==> config.mk <==
export PLATFORM = sky130hd
export DESIGN_NAME = decode
export DESIGN_NICKNAME = d
export VERILOG_FILES = /design/src/rtl/decode.sv
export SDC_FILE = /design/constraint.sdc
export NUM_CORES = 1
export LEC_CHECK = 0
export ABC_CLOCK_PERIOD_IN_PS = 5600
export BUFFER_PORTS_ARGS = -buffer_cell sky130_fd_sc_hd__buf_2
export CORE_ASPECT_RATIO = 0.5
export CORE_MARGIN = 2
export CORE_UTILIZATION = 50
export CTS_CLUSTER_DIAMETER = 200
export DETAILED_ROUTE_END_ITERATION = 10
export GPL_ROUTABILITY_DRIVEN = 1
export GPL_TIMING_DRIVEN = 0
export PLACE_DENSITY_LB_ADDON = 0.1
export SETUP_SLACK_MARGIN = 0.15
export SYNTH_ARGS = -nofsm -noshare
export SYNTH_HDL_FRONTEND = slang
export SYNTH_SLANG_ARGS = --single-unit
==> constraint.sdc <==
create_clock -name clk -period 5.6 [get_ports clk]
set_clock_uncertainty 0.05 [all_clocks]
set_input_delay 0.84 -clock clk [delete_from_list [all_inputs] [get_ports clk]]
set_output_delay 0.84 -clock clk [all_outputs]
set_load 0.05 [all_outputs]
==> src/rtl/decode.sv <==
// RV32I instruction-decode pipeline stage: registers the fetched PC/instruction,
// produces decoded fields for execute and detects load-use hazards.
module decode (
  input  logic        clk,
  input  logic        rst,
  input  logic [31:0] i_pc,
  input  logic [31:0] i_instr,
  input  logic        i_ce,
  input  logic        stall,
  input  logic        flush,
  output logic        o_stall_decode,
  output logic [4:0]  o_rs1_raddr,
  output logic [4:0]  o_rs2_raddr,
  output logic [31:0] o_pc,
  output logic [4:0]  o_rs1_addr,
  output logic [4:0]  o_rs2_addr,
  output logic [4:0]  o_rd_addr,
  output logic [31:0] o_imm,
  output logic [2:0]  o_funct3,
  output logic        o_alt,
  output logic [10:0] o_opcode,
  output logic [3:0]  o_exception,
  output logic        o_ce
);

  logic [6:0]  opc;
  logic [2:0]  f3;
  logic [6:0]  f7;
  logic        is_r, is_ialu, is_load, is_store, is_branch, is_jal, is_jalr;
  logic        is_lui, is_auipc, is_sys, is_fence;
  logic        is_ecall, is_ebreak, is_mret;
  logic        bad_r, bad_load, bad_store, bad_branch, bad_sys, unknown, illegal;
  logic [10:0] opcode_d;
  logic        alt_d;
  logic [31:0] imm_d;
  logic        uses_rs1, uses_rs2;
  logic        stall_bit;

  assign opc = i_instr[6:0];
  assign f3  = i_instr[14:12];
  assign f7  = i_instr[31:25];

  assign is_r      = (opc == 7'b0110011);
  assign is_ialu   = (opc == 7'b0010011);
  assign is_load   = (opc == 7'b0000011);
  assign is_store  = (opc == 7'b0100011);
  assign is_branch = (opc == 7'b1100011);
  assign is_jal    = (opc == 7'b1101111);
  assign is_jalr   = (opc == 7'b1100111);
  assign is_lui    = (opc == 7'b0110111);
  assign is_auipc  = (opc == 7'b0010111);
  assign is_sys    = (opc == 7'b1110011);
  assign is_fence  = (opc == 7'b0001111);

  assign is_ecall  = (i_instr == 32'h0000_0073);
  assign is_ebreak = (i_instr == 32'h0010_0073);
  assign is_mret   = (i_instr == 32'h3020_0073);

  assign unknown = !(is_r | is_ialu | is_load | is_store | is_branch | is_jal |
                     is_jalr | is_lui | is_auipc | is_sys | is_fence);

  assign bad_r      = is_r && !((f7 == 7'h00) ||
                                ((f7 == 7'h20) && ((f3 == 3'b000) || (f3 == 3'b101))));
  assign bad_load   = is_load && ((f3 == 3'b011) || (f3 == 3'b110) || (f3 == 3'b111));
  assign bad_store  = is_store && (f3 >= 3'b011);
  assign bad_branch = is_branch && ((f3 == 3'b010) || (f3 == 3'b011));
  assign bad_sys    = is_sys && ((f3 == 3'b100) ||
                                 ((f3 == 3'b000) && !(is_ecall | is_ebreak | is_mret)));

  assign illegal = (i_instr[1:0] != 2'b11) | unknown | bad_r | bad_load |
                   bad_store | bad_branch | bad_sys;

  assign opcode_d = illegal ? '0 :
                    {is_fence, is_sys, is_auipc, is_lui, is_jalr, is_jal,
                     is_branch, is_store, is_load, is_ialu, is_r};

  // Alternate-op bit only means something for SUB/SRA and SRAI
  assign alt_d = i_instr[30] & (opcode_d[0] | (opcode_d[1] && (f3 == 3'b101)));

  always_comb begin
    imm_d = '0;
    if (is_ialu || is_load || is_jalr)
      imm_d = {{20{i_instr[31]}}, i_instr[31:20]};
    else if (is_store)
      imm_d = {{20{i_instr[31]}}, i_instr[31:25], i_instr[11:7]};
    else if (is_branch)
      imm_d = {{19{i_instr[31]}}, i_instr[31], i_instr[7], i_instr[30:25],
               i_instr[11:8], 1'b0};
    else if (is_lui || is_auipc)
      imm_d = {i_instr[31:12], 12'b0};
    else if (is_jal)
      imm_d = {{11{i_instr[31]}}, i_instr[31], i_instr[19:12], i_instr[20],
               i_instr[30:21], 1'b0};
  end

  assign uses_rs1 = opcode_d[0] | opcode_d[1] | opcode_d[2] | opcode_d[3] |
                    opcode_d[4] | opcode_d[6] | (opcode_d[9] && (f3 != 3'b000));
  assign uses_rs2 = opcode_d[0] | opcode_d[3] | opcode_d[4];

  assign o_rs1_raddr = i_instr[19:15];
  assign o_rs2_raddr = i_instr[24:20];

  // Hazard clears itself once the bubble drops o_ce
  assign o_stall_decode = i_ce && o_ce && o_opcode[2] && (o_rd_addr != 5'd0) &&
                          ((uses_rs1 && (i_instr[19:15] == o_rd_addr)) ||
                           (uses_rs2 && (i_instr[24:20] == o_rd_addr)));

  assign stall_bit = o_stall_decode | stall;

  always_ff @(posedge clk) begin
    if (rst) begin
      o_pc        <= '0;
      o_rs1_addr  <= '0;
      o_rs2_addr  <= '0;
      o_rd_addr   <= '0;
      o_imm       <= '0;
      o_funct3    <= '0;
      o_alt       <= 1'b0;
      o_opcode    <= '0;
      o_exception <= '0;
      o_ce        <= 1'b0;
    end else begin
      if (i_ce && !stall_bit) begin
        o_pc        <= i_pc;
        o_rs1_addr  <= i_instr[19:15];
        o_rs2_addr  <= i_instr[24:20];
        o_rd_addr   <= i_instr[11:7];
        o_imm       <= imm_d;
        o_funct3    <= f3;
        o_alt       <= alt_d;
        o_opcode    <= opcode_d;
        o_exception <= {is_mret, is_ebreak, is_ecall, illegal};
      end
      if (!stall_bit)
        o_ce <= flush ? 1'b0 : i_ce;
      else if (o_stall_decode && !stall)
        o_ce <= 1'b0;
    end
  end

endmodule

# After elaboration in Yosys (flattened, before gate mapping)
# Cells that the tools add are included.
totals:
  ff_bits: 99
  in_bits: 69
  out_inout_bits: 110
  word_cells: 110
classes:
  order_cmp: 1
  eq_ne: 25
  muxes: 9
  n_bitwise: 29
  n_reduce_logical: 36
ops:
  columns: ["op", "count"]
  rows:
  - ["32-bit two-way mux", 5]
  - ["32-bit by 21-bit == test with 1-bit output, second input constant", 1]
  - ["32-bit by 30-bit == test with 1-bit output, second input constant", 1]
  - ["32-bit by 7-bit == test with 1-bit output, second input constant", 1]
  - ["7-bit by 6-bit == test with 1-bit output, second input constant", 4]
  - ["7-bit == test, second input constant", 4]
  - ["1-bit bitwise OR", 28]
  - ["1-bit logical AND", 17]
  - ["7-bit by 5-bit == test with 1-bit output, second input constant", 2]
  - ["3-bit == test, second input constant", 4]
  - ["11-bit two-way mux", 1]
  - ["5-bit == test", 2]
  - ["1-bit logical OR", 10]
  - ["7-bit by 2-bit == test with 1-bit output, second input constant", 1]
  - ["7-bit by 4-bit == test with 1-bit output, second input constant", 1]
  - ["7-bit zero test", 1]
  - ["3-bit by 2-bit == test with 1-bit output, second input constant", 2]
  - ["1-bit zero test", 5]
  - ["5-bit nonzero test", 1]
  - ["3-bit by 2-bit >= comparator with 1-bit output, second input constant", 1]
  - ["3-bit zero test", 1]
  - ["1-bit two-way mux", 3]
  - ["3-bit nonzero test", 1]
  - ["2-bit by 1-bit != test with 1-bit output, second input constant", 1]
  - ["2 further kinds", 2]

# Depth between registers and ports, before layout
# Gate-level depths: netlist (run 1).
logic_depth:
  word_depth: 31
  ltp_mapped: 11

# Least setup slack after synthesis (run 1)
# Ideal clock, no wire load.
synth_path:
  path_type: "input -> output"
  from: "input i_instr[14]"
  to: "output o_stall_decode"
  t_arrival_ns: 3.483
  required_time_ns: 4.710
  slack_ns: 1.227
  cell_stages: 6
  cell_sequence: "buf_2 -> nor4_1 -> nand4_1 -> o41ai_1 -> nand3_1 -> nor4_1"
synth_between:
  elab_chain_len: 21
synth_rtl:
  columns: ["element", "line", "text"]
  rows:
  - ["start, declared", "7", "input logic [31:0] i_instr,"]
  - ["3-bit == test or 3-bit zero test (tied branches)", "63, 68", null]
  - ["1-bit logical OR", "63", "((f7 == 7'h20) && ((f3 == 3'b000) || (f3 == 3'b101))));"]
  - ["1-bit logical AND", "63", null]
  - ["1-bit logical OR", "62", "assign bad_r = is_r && !((f7 == 7'h00) ||"]
  - ["1-bit zero test", "62", null]
  - ["1-bit logical AND", "62", null]
  - ["1-bit bitwise OR (3 in series)", "70", "assign illegal = (i_instr[1:0] != 2'b11) | unknown | bad_r | bad_load |"]
  - ["1-bit bitwise OR (2 in series)", "71", "bad_store | bad_branch | bad_sys;"]
  - ["11-bit two-way mux", "73", "assign opcode_d = illegal ? '0 :"]
  - ["1-bit bitwise OR (4 in series)", "96", "assign uses_rs1 = opcode_d[0] | opcode_d[1] | opcode_d[2] | opcode_d[3] |"]
  - ["1-bit bitwise OR (2 in series)", "97", "opcode_d[4] | opcode_d[6] | (opcode_d[9] && (f3 != 3'b000));"]
  - ["1-bit logical AND", "105", "((uses_rs1 && (i_instr[19:15] == o_rd_addr)) ||"]
  - ["1-bit logical OR (*)", "105", null]
  - ["1-bit logical AND (*)", "104", "assign o_stall_decode = i_ce && o_ce && o_opcode[2] && (o_rd_addr != 5'd0) &&"]
  - ["end, declared", "11", "output logic o_stall_decode,"]
# Mark *: on every way between the ends. The rest lies on a longest branch, timed or not.

# Worst setup path in the final report (run 1)
# Ends and elaborated chain as after synthesis.

==> metrics.md, run 1 <==
| Metric | Value |
|---|---|
| Status | finished clean |
| Total GRT Usage | 0.313 |
| Yosys warnings | 0 |
| Gr ovfl total | 0 |
| R2R setup slack | 3.07 ns |
| RSZ-0062 raised after global routing | no |
| Crit-path cells | buf_2, nor4_1, nand4_1, o41ai_1, nand3_1, nor4_1, buf_2 |
| Syn Inst Count | 557 |
| Synth area leader | dfxtp_1 |
| Routed len/inst | 17.7 um |
| Max-cap violations | 0 |
| Max Buffers Root-to-Sink | 2 |
| Final instance area | 0.00576 mm2 |
| Sequential-to-total area share from yosys stat | 0.446 |
| Largest net degree at the start of global routing | 18 |
| Via/cell ratio | 5.50 |
| CP Capture Type | output port |
| Setup Fix Bufs, Post-CTS | 0 |
| CORE AREA | 0.00868 mm2 |
| Cell Pwr Density | 292 mW/mm2 |
| Drt initial violations | 396 |
| Vias in the first global route | 4,437 |
| Internal power | 0.00117 W |
| Fraction of layout instances using a drive strength above 1 | 0.315 |
| Period utilization | 0.698 |
| CP Class | input port to output port |
| Antenna violations before repair | 1 |
| Post-CTS Hold Buffers | 0 |
| N_diodes | 0 |
| Area Overhead vs Synth | 29.5% |
| Num CTS Buffers | 9 |
| Max-slew headroom | 0.199 |
| Clock share of power | 0.382 |
| Count leader, synth | nand2_1 |
| Num rows | 24 |
| Top cells by instance count after synthesis | 134 x nand2_1, 99 x dfxtp_1, 79 x a21oi_1 |
| Area after DPL | 0.00545 mm2 |
| Yosys reg bits | 99 |
| Number of filler cells placed in the layout | 826 |
| Max Freq | 0.256 GHz |
| Final Setup Violations | 0 |
| Clock Latency Late Sink | 0.34 ns |
| Detailed Route WL | 15,200 um |
| DRT Pass-1 Iters | 5 |
| Data arrival, critical path | 3.02 ns |
| Static leakage | 2.54 nW |
| CTS sink count | 99 |
| Cells after DPL | 845 |
| Sequential power share | 0.441 |
| Number of synthesized flops with an enable pin | 0 |
| Residual DRC count | 0 |
| Main synth FF type | dfxtp_1 |
| Root Driver | clkbuf_16 |
| Final min period | 3.91 ns |
| Worst hold slack | 0.397 ns |
| Initial Util | 0.512 |
| Worst endpoint required time | 4.71 ns |
| Post-route insts no fill | 861 |
| Fin. max-slew vios | 0 |
| Top cells by area, synth | dfxtp_1 45%, nand2_1 11%, a21oi_1 8.9% |
| Mapped cell area | 0.00445 mm2 |
| Logic pwr share | 0.178 |
| Sw Ratio | 0.302 |
| IO Count | 179 |
| Max IR drop VDD | 163 uV |
| Fraction of registers with async set/reset | 0 |
| Final antenna-violating net count | 0 |
| Synth unique cells | 55 |
| Gpl congestion | 0.973 |
| Die X-Extent | 137 um |
| Slowest stage delay, CP | 0.52 ns |
| Final TNS setup | 0 ns |
| Die area | 0.00971 mm2 |
| Slowest CP cell | o41ai_1 |
| Synth Area per Inst | 7.98 um2 |
| Worst Hold Class | flop to flop |
| Detail Placement HPWL | 11,600 um |
| CTS tree | done |
| H-tree levels | 3 |
| Via Count | 4,736 |
| Psw | 0.000506 W |
| Die Y | 70.7 um |
| Syn_nets | 626 |
| Yosys top cell area share | 0.446 |
| Crit path max fanout | 9 |
| Startpoint types | input port |
| Worst-Margin Slew | 1.19 ns |
| Final Hold Vio Count | 0 |
| Final #Nets | 808 |
| Input/output buffers | 171 |
| Clock transition at path regs | 0.07 ns |
| Cts repair resizes | 0 |
| First-pass GRT wire length | 23,200 um |
-- power by group through the flow --
stage                     logic [W]  registers [W]  clock network (W)
after floorplan            0.000121       0.000834                  0
after global placement     0.000294       0.000755                  0
after detailed placement   0.000295       0.000756                  0
after CTS                  0.000296       0.000740           0.000647
after global routing       0.000318       0.000743           0.000677
final                      0.000299       0.000740           0.000641
-- stage by stage --
step | setup slack [ns] | util | total power, W
3_5_place_dp | 1.74 | 0.628 | 0.00105
3_3_place_gp | 1.74 | 0.628 | 0.00105
4_1_cts | 1.73 | 0.663 | 0.00168
2_1_floorplan | 1.23 | - | 0.000956
5_1_grt | 1.57 | 0.663 | 0.00174
6_report | 1.69 | 0.663 | 0.00168
-- layout make-up --
class	count	area, um2	area share
Inverter	2	7.51	0.00130
Sequential cell	99	1980	0.344
Clock buffer	10	239	0.0415
Tap cell	117	146	0.0254
Buffer	56	340	0.0591
Clock inverter	6	68.8	0.0120
Timing Repair Buffer	171	856	0.149
Multi-Input combinational cell	400	2120	0.368
-- metal layers --
layer | GRT usage | routed length [um]
met5 | 0 | 0
met4 | 0.0848 | 249
met3 | 0.117 | 1850
met2 | 0.459 | 6410
met1 | 0.435 | 6720
-- worst max-delay path: cells and delay by family --
kind	cells	cell delay (ns)
AND/OR/NAND/NOR	4	1.14
buffers and inverters	2	0.52
AO/OA/AOI/OAI	1	0.52
-- final timing paths --
| path | startpoint | to | depth (start not counted) |
|---|---|---|---|
| worst max-delay path | i_instr[14] | o_stall_decode | 7 |
| worst min-delay path | o_imm[8] | o_imm[8] | 2 |
| worst min register to register | o_imm[8] | o_imm[8] | 2 |
| worst max register to register | o_rd_addr[1] | o_pc[2] | 9 |
-- cell usage in the layout, fill, tap and decap left out, types with 9 or more instances in the layout --
cell | netlist | layout
nor2_1 | 26 | 26
dfxtp_1 | 99 | 99
nor3_1 | 17 | 17
clkbuf_1 | 18 | 18
clkbuf_16 | 0 | 9
nand2_1 | 134 | 134
a21oi_1 | 79 | 79
buf_4 | 20 | 20
buf_2 | 8 | 179
o31ai_1 | 12 | 12
nand3_1 | 31 | 31
-- flip-flops by register name, summed over array words and instances (netlist names) --
name and count:
o_pc 32, o_ce 1, o_imm 32, o_funct3 3, o_alt 1, o_rd_addr 5, o_rs1_addr 5, o_exception 4
o_rs2_addr 5, o_opcode 11
-- cell families (layout without fill, tap and decap cells) --
group                     count (synthesis)  in the layout  share of synthesized area
xor gates and xnor gates                 11             11                     0.0217
buffers and inverters                    58            245                     0.0782
muxes                                     4              4                    0.00900
AOI/OAI and AO/OA                       132            132                      0.185
and+or+nand+nor                         253            253                      0.261
DFF                                      99             99                      0.446
No activity file was read; power rests on OpenSTA's default activity.
==> run 2, diff against run 1 <==
--- a/config.mk
+++ b/config.mk
@@ -5,11 +5,11 @@
 export SDC_FILE = /design/constraint.sdc
 export NUM_CORES = 1
 export LEC_CHECK = 0
-export ABC_CLOCK_PERIOD_IN_PS = 5600
+export ABC_CLOCK_PERIOD_IN_PS = 3400
 export BUFFER_PORTS_ARGS = -buffer_cell sky130_fd_sc_hd__buf_2
 export CORE_ASPECT_RATIO = 0.5
 export CORE_MARGIN = 2
-export CORE_UTILIZATION = 50
+export CORE_UTILIZATION = 44
 export CTS_CLUSTER_DIAMETER = 200
 export DETAILED_ROUTE_END_ITERATION = 10
 export GPL_ROUTABILITY_DRIVEN = 1
==> constraint.sdc (replaced) <==
create_clock -name clk -period 3.4 [get_ports clk]
set_clock_uncertainty 0.05 [all_clocks]
set_input_delay 0.51 -clock clk [delete_from_list [all_inputs] [get_ports clk]]
set_output_delay 0.51 -clock clk [all_outputs]
set_load 0.05 [all_outputs]
==> metrics.md, run 2 (same netlist as run 1, synthesis figures left out) <==
| Metric | Value |
|---|---|
| Final setup margin | 0.387 ns (-1.30 ns) |
| Startpoint types | input port |
| Via/cell ratio | 5.42 (-1.5%) |
| Drt initial violations | 311 (-21%) |
| Cell mode on critical path | buf_2 |
| Final Hold Vio Count | 0 (unchanged) |
| Biggest regs | o_imm x32, o_pc x32, o_opcode x11 |
| N_diodes | 0 (unchanged) |
| Final min period | 3.01 ns |
| Core Util, Final | 0.599 (-0.0643) |
| Max-cap violations | 0 (unchanged) |
| Largest net degree at the start of global routing | 17 (-1) |
| FF+latch area | 0.00198 mm2 (unchanged) |
| Worst-Margin Slew | 1.20 ns (+0.00739 ns) |
| Die area | 0.0110 mm2 (+13%) |
| Gr ovfl total | 0 (unchanged) |
| Max-slew headroom | 0.194 (-0.00497) |
| Number of filler cells placed in the layout | 939 (+14%) |
| Post-CTS Hold Buffers | 0 (unchanged) |
| Worst endpoint required time | 2.84 ns (-1.87 ns) |
| Commonest non-fill, non-tap cell in the layout | buf_2 |
| CP Class | input port to output port |
| Crit-path cells | buf_2, nor4_1, nand4_1, o41ai_2, nand3_1, nor4_2, buf_2 |
| Period utilization | 0.886 |
| Total GRT Usage | 0.273 (-0.0402) |
| Detail Placement HPWL | 11,500 um (-0.98%) |
| Post-route insts no fill | 878 (+2.0%) |
| Max Buffers Root-to-Sink | 2 (unchanged) |
| Antenna violations before repair | 0 (-1) |
| Initial Util | 0.462 (-0.0508) |
| Final TNS setup | 0 ns (unchanged) |
| Input/output buffers | 171 (unchanged) |
| Most frequent cells in the layout | 179 x buf_2, 134 x nand2_1, 99 x dfxtp_1, 79 x a21oi_1, 31 x nand3_1 |
| Num CTS Buffers | 9 (unchanged) |
| DRT Pass-1 Iters | 5 (unchanged) |
| Area Overhead vs Synth | 29.8% |
| Cells after DPL | 863 (+2.1%) |
| Detailed Route WL | 15,100 um (-0.62%) |
| Num rows | 25 (+4.2%) |
| Cts repair resizes | 0 (unchanged) |
| First-pass GRT wire length | 22,900 um (-1.2%) |
| Vias in the first global route | 4,321 (-2.6%) |
| Clock Latency Late Sink | 0.35 ns (about the same) |
| R2R setup slack | 0.91 ns (-2.16 ns) |
| Area of the multi-input gates | 0.00213 mm2 (+0.65%) |
| Static leakage | 2.53 nW (-0.27%) |
| Max Freq | 0.332 GHz |
| Setup Fix Bufs, Post-CTS | 0 (unchanged) |
| Cell Pwr Density | 469 mW/mm2 (+61%) |
| IO Count | 179 (unchanged) |
| Area after DPL | 0.00548 mm2 (+0.53%) |
| Fraction of layout instances using a drive strength above 1 | 0.316 (+0.00177) |
| Final #Nets | 808 (unchanged) |
| Final antenna-violating net count | 0 (unchanged) |
| Data arrival, critical path | 2.45 ns (-0.57 ns) |
| CTS sink count | 99 (unchanged) |
| CORE AREA | 0.00963 mm2 (+11%) |
| Worst Hold Class | input port to flop |
| Die X-Extent | 146 um (+6.4%) |
| RSZ-0062 raised after global routing | no |
| Gpl congestion | 0.925 (-5.0%) |
| Pre-CTS setup slack | 0.285 ns (-1.45 ns) |
| Max IR drop VDD | 222 uV (+36%) |
| Root Driver | clkbuf_16 |
| Fin. max-slew vios | 0 (unchanged) |
| Status | finished clean |
| Residual DRC count | 0 (unchanged) |
| H-tree levels | 3 (unchanged) |
| Final instance area | 0.00577 mm2 (+0.26%) |
| Slowest stage delay, CP | 0.45 ns (-0.07 ns) |
| Final Setup Violations | 0 (unchanged) |
| Slowest CP cell | o41ai_2 |
| CP Capture Type | output port |
| Die Y | 75.1 um (+6.2%) |
| Crit path max fanout | 9 (unchanged) |
| Via Count | 4,757 (+0.44%) |
| Routed len/inst | 17.2 um (-2.5%) |
| Clock transition at path regs | 0.07 ns (about the same) |
| CTS tree | done |
[run 2: changes by cell type in the layout (fill, tap and decap cells not counted), sizes merged]
cell | before | now
clkbuf | 28 | 29
bufinv | 1 | 0
inv | 4 | 3
[run 2: per-stage QoR]
| step | hold WS (ns) | total power, W |
|---|---|---|
| after floorplan | 0.596 | 0.00157 |
| after global placement | 0.387 | 0.00173 |
| after detailed placement | 0.392 | 0.00173 |
| after CTS | 0.335 | 0.00272 |
| after global routing | 0.338 | 0.00280 |
| final | 0.341 | 0.00271 |
[run 2: path summary, 6_finish.rpt]
check | start | end | cells after the start
setup / recovery | i_instr[14] | o_stall_decode | 7
hold / removal | i_pc[30] | o_pc[30] | 3
setup reg to reg | o_rd_addr[1] | o_pc[6] | 9
hold reg to reg | o_imm[0] | o_imm[0] | 2
[run 2: final cells by class]
class	instances	area share
Buffer	56	0.0590
Timing Repair Buffer	171	0.148
Clock inverter	4	0.00585
Multi-Input combinational cell	400	0.369
Clock buffer	11	0.0438
Inverter	2	0.00130
Sequential cell	99	0.343
Tap cell	135	0.0293
[run 2: routing by layer]
metal,wire (um),up-vias,share of wire,global-route usage
li1,-,2286,-,-
met1,7050,2220,0.47,0.379
met2,6200,229,0.41,0.411
met3,1690,22,0.11,0.0903
met4,206,0,0.014,0.0777
met5,0,-,0,0
[run 2: critical path: cells and delay by family]
kind,cells,cell delay [ns]
simple gates,4,1.01
buf+inv,2,0.49
compound gates,1,0.45
[run 2: power by group]
group	leakage (nW)	internal, W	switching [W]	total [W]
combinational	1.59	0.000138	0.000357	0.000495
sequential	0.806	0.00120	0.0000203	0.00122
clock	0.139	0.000539	0.000456	0.000995
==> run 3, diff against run 2 <==
--- a/config.mk
+++ b/config.mk
@@ -6,16 +6,17 @@
 export NUM_CORES = 1
 export LEC_CHECK = 0
 export ABC_CLOCK_PERIOD_IN_PS = 3400
-export BUFFER_PORTS_ARGS = -buffer_cell sky130_fd_sc_hd__buf_2
 export CORE_ASPECT_RATIO = 0.5
 export CORE_MARGIN = 2
-export CORE_UTILIZATION = 44
+export CORE_UTILIZATION = 50
 export CTS_CLUSTER_DIAMETER = 200
 export DETAILED_ROUTE_END_ITERATION = 10
+export DONT_BUFFER_PORTS = 1
 export GPL_ROUTABILITY_DRIVEN = 1
 export GPL_TIMING_DRIVEN = 0
 export PLACE_DENSITY_LB_ADDON = 0.1
 export SETUP_SLACK_MARGIN = 0.15
+export SLEW_MARGIN = 20
 export SYNTH_ARGS = -nofsm -noshare
 export SYNTH_HDL_FRONTEND = slang
 export SYNTH_SLANG_ARGS = --single-unit
==> metrics.md, run 3 (same netlist as run 1, synthesis figures left out) <==
| Metric | Value |
|---|---|
| Status | finished clean |
| Via/cell ratio | 5.93 (+9.5%) |
| CP Capture Type | output port |
| Num rows | 24 (-4.0%) |
| Root Driver | clkbuf_16 |
| WP buf/inv | 1 (-1) |
| Residual DRC count | 0 (unchanged) |
| Final TNS setup | 0 ns (unchanged) |
| Drt initial violations | 337 (+8.4%) |
| N_diodes | 0 (unchanged) |
| Antenna violations before repair | 0 (unchanged) |
| Detailed Route WL | 14,100 um (-6.7%) |
| Die area | 0.00971 mm2 (-12%) |
| CTS tree | done |
| Area Overhead vs Synth | 11.0% |
| Most frequent cells in the layout | 134 x nand2_1, 96 x dfxtp_1, 79 x a21oi_1, 31 x nand3_1, 26 x nor2_1 |
| Clock transition at path regs | 0.07 ns (about the same) |
| Max Freq | 0.317 GHz (-4.4%) |
| Final Setup Violations | 0 (unchanged) |
| H-tree levels | 3 (unchanged) |
| CORE AREA | 0.00868 mm2 (-9.9%) |
| Via Count | 4,095 (-14%) |
| Clock share of power | 0.385 (+0.017) |
| Max-cap violations | 0 (unchanged) |
| Slowest CP cell | nor4_4 |
| Number of filler cells placed in the layout | 876 (-6.7%) |
| Worst endpoint required time | 2.84 ns (about the same) |
| Die Y | 70.7 um (-5.9%) |
| Tot Pwr | 0.00263 W (-2.9%) |
| Commonest non-fill, non-tap cell in the layout | nand2_1 |
| Max IR drop VDD | 269 uV (+21%) |
| Sequential power share | 0.516 (+0.067) |
| CP Class | input port to output port |
| Final setup margin | 0.247 ns (-0.140 ns) |
| Max-slew headroom | 0.479 (+0.284) |
| Input/output buffers | 0 (-100%) |
| Setup Fix Bufs, Post-CTS | 0 (unchanged) |
| DRT Pass-1 Iters | 5 (unchanged) |
| Final min period | 3.15 ns (+0.140 ns) |
| Period utilization | 0.927 (+0.0411) |
| Final Hold Vio Count | 0 (unchanged) |
| Gpl congestion | 0.892 (-3.6%) |
| Post-CTS Hold Buffers | 0 (unchanged) |
| Logic pwr share | 0.099 (-0.084) |
| Die X-Extent | 137 um (-6.0%) |
| Gr ovfl total | 0 (unchanged) |
| Static leakage | 1.74 nW (-31%) |
| Largest net degree at the start of global routing | 17 (unchanged) |
| Max Buffers Root-to-Sink | 2 (unchanged) |
| Detail Placement HPWL | 10,600 um (-7.3%) |
| First-pass GRT wire length | 21,200 um (-7.2%) |
| Num CTS Buffers | 9 (unchanged) |
| Core Util, Final | 0.569 (-0.0303) |
| Worst-Margin Slew | 0.771 ns (-0.427 ns) |
| Slowest stage delay, CP | 0.74 ns (+0.29 ns) |
| Startpoint types | input port |
| Sw Ratio | 0.298 (-0.00968) |
| Clock Latency Late Sink | 0.34 ns (about the same) |
| CTS sink count | 99 (unchanged) |
| Cell family with the largest share of critical-path delay | simple AND/OR/NAND/NOR gates |
| Data arrival, critical path | 2.59 ns (+0.14 ns) |
| Routed len/inst | 20.5 um (+19%) |
| RSZ-0062 raised after global routing | no |
| Fin. max-slew vios | 0 (unchanged) |
| Area of the multi-input gates | 0.00216 mm2 (+1.2%) |
| Crit-path cells | buf_2, or4_1, o41ai_4, nand3_1, nor4_4 |
| Final antenna-violating net count | 0 (unchanged) |
| Pre-CTS setup slack | 0.0387 ns (-0.246 ns) |
| Internal power | 0.00184 W (-1.6%) |
| Initial Util | 0.512 (+0.0508) |
| Cell Pwr Density | 533 mW/mm2 (+14%) |
| Psw | 0.000784 W (-6.0%) |
| Biggest regs | o_imm x32, o_pc x32, o_opcode x11 |
| FF+latch area | 0.00199 mm2 (+0.19%) |
| Worst Hold Class | input port to flop |
| Final #Nets | 637 (-21%) |
| Vias in the first global route | 3,879 (-10%) |
| Fraction of layout instances using a drive strength above 1 | 0.120 (-0.196) |
| IO Count | 179 (unchanged) |
| Total GRT Usage | 0.290 (+0.0165) |
| Crit path max fanout | 8 (-1) |
==> run 3: cell count changes in the layout (fill, tap and decap cells not counted), moves of 2 or more <==
cell	previous run	this run
buf_2	179	8
dfxtp_1	99	96
dfxtp_2	0	3
clkinv_4	1	3
inv_6	2	0
==> run 3: per-stage QoR <==
stage	hold WS (ns)	std cells	cell area, um2
2_1_floorplan	0.596	557	4450
3_3_place_gp	0.597	674	4600
3_5_place_dp	0.603	674	4610
4_1_cts	0.235	690	4910
5_1_grt	0.235	690	4940
6_report	0.240	690	4940
==> run 3: area by class of cell <==
class,instances,area share
sequential,99,0.402
clock inverter,4,0.00684
tap,117,0.0297
buffer,56,0.0689
clock buffer,12,0.0540
inverter,2,0.00152
multi-input combinational,400,0.437
==> run 3: timing repair <==
item                                    in CTS  in global routing
endpoints found under the setup margin       1                  1
pin swaps                                    1                  3
resized for setup                            0                  5
==> run 3: worst paths after layout <==
path | to | depth (start not counted) | from | slack (ns)
setup reg to reg | o_pc[6] | 9 | o_rd_addr[3] | 0.60
setup / recovery | o_stall_decode | 5 | i_instr[31] | 0.25
hold / removal | o_rd_addr[1] | 2 | i_instr[8] | 0.24
hold reg to reg | o_rd_addr[2] | 2 | o_rd_addr[2] | 0.57
==> run 3: power groups by stage <==
| stage | Clock (W) | Sequential, W | Combinational (W) |
|---|---|---|---|
| after global routing | 0.00108 | 0.00136 | 0.000286 |
| after global placement | 0 | 0.00138 | 0.000252 |
| final | 0.00101 | 0.00136 | 0.000260 |
| after CTS | 0.00103 | 0.00136 | 0.000255 |
| after detailed placement | 0 | 0.00138 | 0.000255 |
| after floorplan | 0 | 0.00137 | 0.000200 |
==> run 3: routing by layer <==
layer	track usage	routed length (um)	vias up
met2	0.408	5760	213
met4	0.0756	198	0
li1	-	-	1939
met1	0.386	6060	1923
met5	0	0	-
met3	0.157	2090	20
